**src/rtl/sync_fifo_pkg.sv**
```systemverilog
// -----------------------------------------------------------------------------
// sync_fifo_pkg
// Shared definitions for the flagged synchronous FIFO:
//   - READ / WRITE / BOTH : encodings of the accepted-access pair {wr, rd}
//   - fifo_status_t       : registered occupancy flags
//   - fifo_ptr_inc()      : circular pointer increment for any depth
// -----------------------------------------------------------------------------
package sync_fifo_pkg;

  // Accepted access this cycle, encoded as {write, read}.
  localparam logic [1:0] READ  = 2'b01;
  localparam logic [1:0] WRITE = 2'b10;
  localparam logic [1:0] BOTH  = 2'b11;

  typedef struct packed {
    logic full;
    logic empty;
    logic almost_full;
    logic almost_empty;
  } fifo_status_t;

  // Next pointer value with wrap at depth-1 -> 0. For a power-of-two depth
  // the wrap is just the natural roll-over of the increment (masked here);
  // otherwise an explicit terminal-count compare is needed.
  function automatic int unsigned fifo_ptr_inc(input int unsigned ptr,
                                                input int unsigned depth);
    if ((depth & (depth - 1)) == 0)
      return (ptr + 1) & (depth - 1);
    else if (ptr == depth - 1)
      return 0;
    else
      return ptr + 1;
  endfunction

endpackage

```
**src/rtl/sync_fifo_mem.sv**
```systemverilog
// -----------------------------------------------------------------------------
// sync_fifo_mem
// Storage array for sync_fifo_flagged. One synchronous write port and one
// read port that is either combinational (FWFT=1) or registered (FWFT=0).
// Contents are never reset; only the registered read word is.
//   clk_i, rst_n_i  : clock, async active-low reset (registered read only)
//   wr_en_i         : write wr_data_i to wr_addr_i at the rising edge
//   rd_en_i         : registered mode: capture mem[rd_addr_i] at the edge
//   rd_addr_i       : read address (head pointer)
//   rd_data_o       : read word
// -----------------------------------------------------------------------------
module sync_fifo_mem #(
  parameter int DATA_WIDTH = 32,
  parameter int FIFO_DEPTH = 32,
  parameter bit FWFT       = 1'b1,
  parameter int PW         = 5
) (
  input  logic                  clk_i,
  input  logic                  rst_n_i,
  input  logic                  wr_en_i,
  input  logic [PW-1:0]         wr_addr_i,
  input  logic [DATA_WIDTH-1:0] wr_data_i,
  input  logic                  rd_en_i,
  input  logic [PW-1:0]         rd_addr_i,
  output logic [DATA_WIDTH-1:0] rd_data_o
);

  logic [DATA_WIDTH-1:0] mem_q [FIFO_DEPTH];

  always_ff @(posedge clk_i) begin
    if (wr_en_i) mem_q[wr_addr_i] <= wr_data_i;
  end

  if (FWFT) begin : g_fwft
    // Head word visible without a read strobe; reset and enable unneeded.
    logic unused_rd_ctl;
    assign unused_rd_ctl = ^{rst_n_i, rd_en_i};
    assign rd_data_o     = mem_q[rd_addr_i];
  end else begin : g_std
    logic [DATA_WIDTH-1:0] rd_data_q;
    // A simultaneous write to the same slot (full FIFO, write+read) returns
    // the old word: the array update and this capture share the same edge.
    always_ff @(posedge clk_i or negedge rst_n_i) begin
      if (!rst_n_i)     rd_data_q <= '0;
      else if (rd_en_i) rd_data_q <= mem_q[rd_addr_i];
    end
    assign rd_data_o = rd_data_q;
  end

endmodule

```
**src/rtl/sync_fifo_flagged.sv**
```systemverilog
// -----------------------------------------------------------------------------
// sync_fifo_flagged
// Single-clock circular-buffer FIFO with occupancy count, almost-full /
// almost-empty thresholds, sticky overflow/underflow flags and synchronous
// flush. Depth may be any value >= 2, including non-powers-of-two.
//   clk_i, rst_n_i   : clock, async active-low reset
//   flush_i          : synchronous clear of contents (beats read/write)
//   write_i/wr_data_i: write request and word
//   read_i           : read request
//   rd_data_o        : FWFT=1 head word; FWFT=0 word from last accepted read
//   rd_valid_o       : FWFT=1 !empty; FWFT=0 one-cycle pulse after a read
//   full_o/empty_o/almost_full_o/almost_empty_o/count_o : registered status
//   overflow_o/underflow_o : sticky error flags, cleared by err_clr_i
// -----------------------------------------------------------------------------
module sync_fifo_flagged
  import sync_fifo_pkg::*;
#(
  parameter int DATA_WIDTH = 32,
  parameter int FIFO_DEPTH = 32,
  parameter bit FWFT       = 1'b1,
  parameter int AF_THRESH  = FIFO_DEPTH - 2,
  parameter int AE_THRESH  = 2
) (
  input  logic                              clk_i,
  input  logic                              rst_n_i,
  input  logic                              flush_i,
  input  logic                              write_i,
  input  logic [DATA_WIDTH-1:0]             wr_data_i,
  input  logic                              read_i,
  output logic [DATA_WIDTH-1:0]             rd_data_o,
  output logic                              rd_valid_o,
  output logic                              full_o,
  output logic                              empty_o,
  output logic                              almost_full_o,
  output logic                              almost_empty_o,
  output logic [$clog2(FIFO_DEPTH+1)-1:0]   count_o,
  output logic                              overflow_o,
  output logic                              underflow_o,
  input  logic                              err_clr_i
);

  localparam int CW = $clog2(FIFO_DEPTH + 1);
  localparam int PW = (FIFO_DEPTH > 1) ? $clog2(FIFO_DEPTH) : 1;

  localparam logic [CW-1:0] DEPTH_C = CW'(FIFO_DEPTH);
  localparam logic [CW-1:0] AF_C    = CW'(AF_THRESH);
  localparam logic [CW-1:0] AE_C    = CW'(AE_THRESH);

  // Flag values for an empty FIFO; shared by reset and flush.
  localparam fifo_status_t STAT_RST = '{
    full:         1'b0,
    empty:        1'b1,
    almost_full:  (AF_THRESH == 0),
    almost_empty: 1'b1
  };

  if (FIFO_DEPTH < 2 || AF_THRESH > FIFO_DEPTH || AE_THRESH >= FIFO_DEPTH)
  begin : g_bad_param
    $error("sync_fifo_flagged: need FIFO_DEPTH>=2, AF_THRESH<=FIFO_DEPTH, AE_THRESH<FIFO_DEPTH");
  end

  logic [PW-1:0] wr_ptr_q, wr_ptr_d;
  logic [PW-1:0] rd_ptr_q, rd_ptr_d;
  logic [CW-1:0] count_q,  count_d;
  fifo_status_t  stat_q,   stat_d;
  logic          ovf_q,    ovf_d;
  logic          unf_q,    unf_d;

  logic rd_acc, wr_acc;   // acceptance as seen by the error logic
  logic rd_do,  wr_do;    // acceptance that actually moves state (no flush)

  // A full FIFO still takes a write when a read frees the head slot.
  assign rd_acc = read_i  & ~stat_q.empty;
  assign wr_acc = write_i & (~stat_q.full | rd_acc);
  assign rd_do  = rd_acc & ~flush_i;
  assign wr_do  = wr_acc & ~flush_i;

  // ---------------------------------------------------------------------------
  // Next-state: pointers, count, and status flags derived from next count so
  // the registered flags line up with the post-edge occupancy.
  // ---------------------------------------------------------------------------
  always_comb begin
    wr_ptr_d = wr_ptr_q;
    rd_ptr_d = rd_ptr_q;
    count_d  = count_q;

    if (flush_i) begin
      wr_ptr_d = '0;
      rd_ptr_d = '0;
      count_d  = '0;
    end else begin
      if (wr_do) wr_ptr_d = PW'(fifo_ptr_inc(32'(wr_ptr_q), FIFO_DEPTH));
      if (rd_do) rd_ptr_d = PW'(fifo_ptr_inc(32'(rd_ptr_q), FIFO_DEPTH));
      case ({wr_do, rd_do})
        WRITE:   count_d = count_q + CW'(1);
        READ:    count_d = count_q - CW'(1);
        default: count_d = count_q;   // BOTH or idle: occupancy unchanged
      endcase
    end

    stat_d.full         = (count_d == DEPTH_C);
    stat_d.empty        = (count_d == '0);
    stat_d.almost_full  = (count_d >= AF_C);
    stat_d.almost_empty = (count_d <= AE_C);
  end

  // Sticky errors: a new event in the same cycle as err_clr_i survives.
  // Flush does not touch them, and they track requests even under flush.
  assign ovf_d = (ovf_q & ~err_clr_i) | (write_i & stat_q.full & ~rd_acc);
  assign unf_d = (unf_q & ~err_clr_i) | (read_i & stat_q.empty);

  always_ff @(posedge clk_i or negedge rst_n_i) begin
    if (!rst_n_i) begin
      wr_ptr_q <= '0;
      rd_ptr_q <= '0;
      count_q  <= '0;
      stat_q   <= STAT_RST;
      ovf_q    <= 1'b0;
      unf_q    <= 1'b0;
    end else begin
      wr_ptr_q <= wr_ptr_d;
      rd_ptr_q <= rd_ptr_d;
      count_q  <= count_d;
      stat_q   <= stat_d;
      ovf_q    <= ovf_d;
      unf_q    <= unf_d;
    end
  end

  // ---------------------------------------------------------------------------
  // Storage
  // ---------------------------------------------------------------------------
  sync_fifo_mem #(
    .DATA_WIDTH (DATA_WIDTH),
    .FIFO_DEPTH (FIFO_DEPTH),
    .FWFT       (FWFT),
    .PW         (PW)
  ) u_mem (
    .clk_i     (clk_i),
    .rst_n_i   (rst_n_i),
    .wr_en_i   (wr_do),
    .wr_addr_i (wr_ptr_q),
    .wr_data_i (wr_data_i),
    .rd_en_i   (rd_do),
    .rd_addr_i (rd_ptr_q),
    .rd_data_o (rd_data_o)
  );

  // ---------------------------------------------------------------------------
  // Read-valid
  // ---------------------------------------------------------------------------
  if (FWFT) begin : g_vld_fwft
    assign rd_valid_o = ~stat_q.empty;
  end else begin : g_vld_std
    // One-cycle pulse accompanying the word captured by an accepted read;
    // flush suppresses rd_do, so it also drops the pulse.
    logic rd_vld_q;
    always_ff @(posedge clk_i or negedge rst_n_i) begin
      if (!rst_n_i) rd_vld_q <= 1'b0;
      else          rd_vld_q <= rd_do;
    end
    assign rd_valid_o = rd_vld_q;
  end

  assign full_o         = stat_q.full;
  assign empty_o        = stat_q.empty;
  assign almost_full_o  = stat_q.almost_full;
  assign almost_empty_o = stat_q.almost_empty;
  assign count_o        = count_q;
  assign overflow_o     = ovf_q;
  assign underflow_o    = unf_q;

endmodule

```
**config.mk**
```make
export PLATFORM = sky130hd
export DESIGN_NAME = sync_fifo_flagged
export DESIGN_NICKNAME = d
export VERILOG_FILES = /design/src/rtl/sync_fifo_pkg.sv /design/src/rtl/sync_fifo_mem.sv /design/src/rtl/sync_fifo_flagged.sv
export SDC_FILE = /design/constraint.sdc
export NUM_CORES = 1
export LEC_CHECK = 0
export CORE_MARGIN = 2
export CORE_UTILIZATION = 44
export CTS_CLUSTER_DIAMETER = 120
export DETAILED_ROUTE_END_ITERATION = 6
export PLACE_DENSITY = 0.71
export SLEW_MARGIN = 20
export SYNTH_ARGS = -nofsm -noshare
export SYNTH_HDL_FRONTEND = slang
export SYNTH_SLANG_ARGS = --single-unit
```
**constraint.sdc**
```tcl
create_clock -name clk_i -period 3.1 [get_ports clk_i]
set_clock_uncertainty 0.15 [all_clocks]
set_input_delay 0.465 -clock clk_i [delete_from_list [all_inputs] [get_ports clk_i]]
set_output_delay 0.465 -clock clk_i [all_outputs]
set_load 0.01 [all_outputs]
```
---- After elaboration in Yosys (flattened, before gate mapping) ----
Memory sizes are Yosys's and may differ from the RTL's.
Index checks and enable logic that the tools add are counted.
storage, ports and cells
  register bits ........................... 22
  bits in writable memories ............... 1,024
  input port bits ......................... 38
  output and inout port bits .............. 45
  word-level logic and storage cells ...... 47
  memories kept ........................... 1
operators by class
  add/subtract/negate cells ............... 4
  magnitude comparators ................... 2
  eq/ne operators ......................... 3
  muxes and demuxes ....................... 8
  bitwise logic cells ..................... 17
  reduce and logical (&&, ||, !) cells .... 3
memories
  name         words  bits a word  read ports  clocked after Yosys merged registers in  wr ports  RTL line             source
  u_mem.mem_q  32     32           1           0                                        1         sync_fifo_mem.sv:28  logic [DATA_WIDTH-1:0] mem_q [FIFO_DEPTH];
operators by type and width
  kind                 count
  $mux 5               4
  $pmux 6 s2           1
  $add 5x1->5 const B  2
  $and 1x1->1          9
  $add 6x1->6 const B  1
  $eq 6x6->1 const B   1
  $ge 6x5->1 const B   1
  $le 6x2->1 const B   1
  $logic_not 6->1      1
  $mux 6               1
  $sub 6x1->6 const B  1
  $not 1->1            5
  $reduce_bool 2->1    2
  $or 1x1->1           3
  $eq 2x1->1 const B   1
  $eq 2x2->1 const B   1
  $mux 1               2

---- Depth between registers and ports, before layout ----
  depth in word-level cells ............... 9
  mapped depth ............................ 14
  gate-level depth less buffers ........... 13

---- By module ----
A second synthesis with hierarchy kept.
second synthesis, totals
  cell total of the unflattened synthesis .. 2,352
  area total of the unflattened synthesis .. 41,134.5 um^2
modules (own cells, without submodules)
  module             times used  cells an instance  area each (um^2)  seq. area each (um^2)
  sync_fifo_mem      1           2,228              39,844.5          30,749.5
  sync_fifo_flagged  1           124                1,290.0           553.0

---- Worst setup path before layout ----
Ideal clock, no wire load.
  path kind ............................... flip-flop to flip-flop
  start point ............................. register stat_q, in the netlist empty_o
  end point ............................... memory u_mem.mem_q[15][0], enable pin
  setup time .............................. 0.421 ns
  arrival ................................. 2.869 ns
  required time ........................... 2.529 ns
  path slack .............................. -0.340 ns
  stages on the path, launching flop included .. 7
  path buffers ............................ 1
  clock period less this slack ............ 3.440 ns
  cells stage by stage .................... dfstp_2 nand2b_1 a21boi_1 nand2_1 or2_2 clkbuf_1 nor2_1
on the way
  cells in the longest elaborated chain, start to end .. 7
RTL lines
  item                          RTL line                  source
  start, declared               sync_fifo_flagged.sv:65   fifo_status_t stat_q, stat_d;
  start signal, assigned        sync_fifo_flagged.sv:124  stat_q <= stat_d;
  $not 1->1                     sync_fifo_flagged.sv:73   assign rd_acc = read_i & ~stat_q.empty;
  $and 1x1->1                   sync_fifo_flagged.sv:73
  $or 1x1->1                    sync_fifo_flagged.sv:74   assign wr_acc = write_i & (~stat_q.full | rd_acc);
  $and 1x1->1                   sync_fifo_flagged.sv:74
  $and 1x1->1                   sync_fifo_flagged.sv:76   assign wr_do = wr_acc & ~flush_i;
  $mux 1                        sync_fifo_mem.sv:31       if (wr_en_i) mem_q[wr_addr_i] <= wr_data_i;
  $mux 1 (implied by the code)  sync_fifo_mem.sv:31
  end, declared                 sync_fifo_mem.sv:28
Every way passes these cells.

---- Final worst setup path ----
  start point ............................. register rd_ptr_q[0]
  end point ............................... output port rd_data_o[19]
on the way
  cells in the longest elaborated chain, start to end .. 1
RTL lines
  item                    RTL line                  source
  start, declared         sync_fifo_flagged.sv:63   logic [PW-1:0] rd_ptr_q, rd_ptr_d;
  start signal, assigned  sync_fifo_flagged.sv:122  rd_ptr_q <= rd_ptr_d;
  $mem_v2 32x32           n/a
  end, declared           sync_fifo_flagged.sv:30   output logic [DATA_WIDTH-1:0] rd_data_o,
Every way passes these cells.

==> impl_metrics.csv <==
group,metric,value,unit
run_status,outcome,"finished, violations left",
run_status,violations,"negative setup slack",
timing,fin_ws,-0.684,ns
clock_tree,clock-sinks,1046,
timing,fin_crit_sh,122,%
timing,rsz0062_at_grt,"yes",
place,place_ws,-0.301,ns
setup_path,worstPathArrival,3.17,ns
detailed_routing,wl_per_cell,30.7,um
synth,synth_area_leaders,"edfxtp_1, mux4_2, dfrtp_1",
detailed_routing,vias,19300,
pwr,p_leak,15.1,nW
global_route,grt_pass1_wl,140,mm
global_route,grt_max_degree,36,
detailed_routing,drt_iter0_markers,2476,
global_route,antenna_found_initial,5,
layout,fin_nets,1984,
synth,syn_nets,1677,
detailed_routing,wl,98.1,mm
pwr,peakVddDrop,0.408,mV
layout,multiInputGateArea,8800,um2
global_route,grtUsageTotal,21.0,%
place,hpwl,54.9,mm
synth,synth_ff_type,"edfxtp_1",
clock_tree,cts_tree,"yes",
layout,final_area,48700,um2
setup_path,criticalPathCategory,"flip-flop to output pin",
synth,postSynthCellCount,1631,
synth,yosys_warnings,0,
timing,slew_viol_final,0,
clock_tree,clockBufferDepth,3,
layout,syn2layout_area_growth,21.2,%
synth,synth_edf_count,1024,
clock_tree,path_clk_slew,0.07,ns
synth,syn_area,40200,um2
place,place_area,44500,um2
clock_tree,cts-root-buf,"clkbuf_16",
synth,synthArstFlopShare,2.10,%
setup_path,r2r_start,"empty_o",
place,portBuffers,82,
detailed_routing,via_per_inst,6.05,
setup_path,cp-start-kind,"flip-flop",
synth,synth_most_common_cell,"edfxtp_1",
clock_tree,cts_inserted_buffers,97,
layout,seq_area,31300,um2
synth,ys_seq_area_share,77.9,%
setup_path,cp_max_fo,5,
floorplanning,rows,110,
synth,synth_cell_types,44,
detailed_routing,detail-route-antenna-nets,0,
timing,relSlewSlack,29.8,%
timing,max_freq,0.264,GHz
layout,post-route-util,53.9,%
place,gp_congestion,0.809,
worst_hold_path,hold_class,"input pin to asynchronous set/reset pin",
synth,avgSynthCellArea,24.6,um2
layout,drive_gt1_share,39.8,%
floorplanning,design.core.area,90300,um2
place,dp_cells,2968,
floorplanning,die_area,93700,um2
pwr,p_per_area,681,nW/um2
detailed_routing,drtPass1Iterations,7,
clock_tree,cts_hold_buf,0,
setup_path,critPathCaptureType,"output pin",
layout,layout.cells.non_filler,3196,
setup_path,crit_start,"rd_ptr_q[0]",
clock_tree,htreeDepth,3,
synth,synth_top_area_cell,"edfxtp_1",
synth,ys_seq_elements,1046,
job,timing.max_cap.violations,0,
floorplanning,die_x,306,um
layout,n_fill_cell,6553,
timing,tightest_slew,1.05,ns
synth,yosysTopAreaCellShare,76.5,%
global_route,grt_pass1_vias,19700,
floorplanning,start_util,44.5,%
timing,final_hold_viol_count,0,
floorplanning,die_h,306,um
timing,setup_viol,32,
synth,ys_top_cells_by_count,"edfxtp_1, mux4_2, nor2_1, clkbuf_1, mux2_2",
floorplanning,ios,83,
timing,period_needed,3.78,ns
detailed_routing,drc_errors,0,
clock_tree,clkLatencyLatePin,0.65,ns
setup_path,cp.required,2.48,ns
global_route,grt-ovfl-total,0,
## layer usage
| metal | up-vias | global-route usage [%] | share of wire (%) |
|---|---|---|---|
| met2 | 1085 | 33.0 | 48 |
| met5 | - | 0 | 0.035 |
| met4 | 6 | 5.77 | 2.3 |
| li1 | 7675 | - | - |
| met1 | 10400 | 29.6 | 39 |
| met3 | 169 | 5.23 | 10 |
## placed cells by master (no fill, tap or decap), types with 3 or more instances in the layout
cell type	count
buf_4	99
mux4_2	320
buf_16	12
clkinvlp_4	10
buf_8	6
inv_1	8
buf_2	4
nor2_4	28
dfrtp_1	15
nand3b_1	4
dfrtp_4	4
xnor2_1	4
clkinv_1	16
clkinv_2	17
clkbuf_16	100
clkbuf_1	15
mux2_4	30
nand2_1	8
bufinv_16	16
edfxtp_1	1024
o21ai_0	3
nand3_1	4
nor2_1	19
xor2_1	9
buf_6	46
clkdlybuf4s50_1	48
a21oi_1	10
buf_12	79
inv_6	5
and2_2	4
ha_1	6
nand4_1	5
## cells by family after synthesis
kind of cell             count (synthesis)  synth area share [%]
AO/OA/AOI/OAI                           24                 0.380
XOR/XNOR                                14                 0.305
adder cells (fa/ha/maj)                  8                 0.249
buffers and inverters                   96                  1.19
flip-flops                            1046                  77.9
multiplexers                           353                  18.9
AND/OR/NAND/NOR                         90                  1.11
## power by group
| group | total [mW] | switching (mW) | leakage, nW | internal, mW |
|---|---|---|---|---|
| sequential | 15.8 | 0.0897 | 9.49 | 15.7 |
| combinational | 5.12 | 2.14 | 4.03 | 2.98 |
| clock | 12.3 | 5.11 | 1.59 | 7.20 |
| total | 33.2 | 7.34 | 15.1 | 25.8 |
## layout make-up
type / instances / share of cell area [%]
clock buffer: 114 / 5.20
timing repair buffer: 295 / 7.78
clock inverter: 66 / 1.56
tap: 1176 / 3.02
multi-input combinational: 489 / 18.1
antenna: 1 / 0.00514
inverter: 9 / 0.0694
sequential: 1046 / 64.3
## path summary, 6_finish.rpt
| path | to | slack, ns | cells after the start |
|---|---|---|---|
| worst max-delay path | rd_data_o[19] | -0.68 | 8 |
| worst min-delay path | count_o[1] | 0.13 | 1 |
| worst max register to register | almost_full_o | 0.24 | 13 |
| worst min register to register | underflow_o | 0.40 | 2 |
| max in group asynchronous | wr_ptr_q[2] | 2.07 | 2 |
| min in group clk_i | u_mem.mem_q[28][10] | 0.19 | 1 |
## sequential cells by signal, summed over array words and instances, names as in the netlist
register,count
wr_ptr_q,5
underflow_o,1
almost_empty_o,1
almost_full_o,1
rd_ptr_q,5
overflow_o,1
full_o,1
count_o,6
u_mem.mem_q,1024
empty_o,1
## what timing repair did
action / CTS / global route
buffers inserted: 31 / 11
endpoints found under the setup margin: 32 / 36
cloned: 8 / 1
pin swaps: 0 / 3
resized for setup: 215 / 39
endpoints found under the hold margin: 0 / 0
## critical path, cell delays in order, from the launching register on
cell     delay, ns
dfrtp_4       0.53
buf_4         0.16
buf_12        0.13
buf_8         0.13
buf_4         0.16
mux4_2        0.45
mux4_2        0.49
mux2_4        0.31
buf_6         0.14
## per-stage QoR
stage	TNS [ns]	power [mW]	hold slack, ns
after detailed placement	-8.76	20.4	0.390
after floorplan	-61.52	18.7	0.0194
after global placement	-7.93	20.3	0.370
after global routing	-21.54	34.2	0.158
final	-19.99	33.2	0.129
after CTS	-20.77	33.3	0.112
Power figures use the tool's default switching activity.
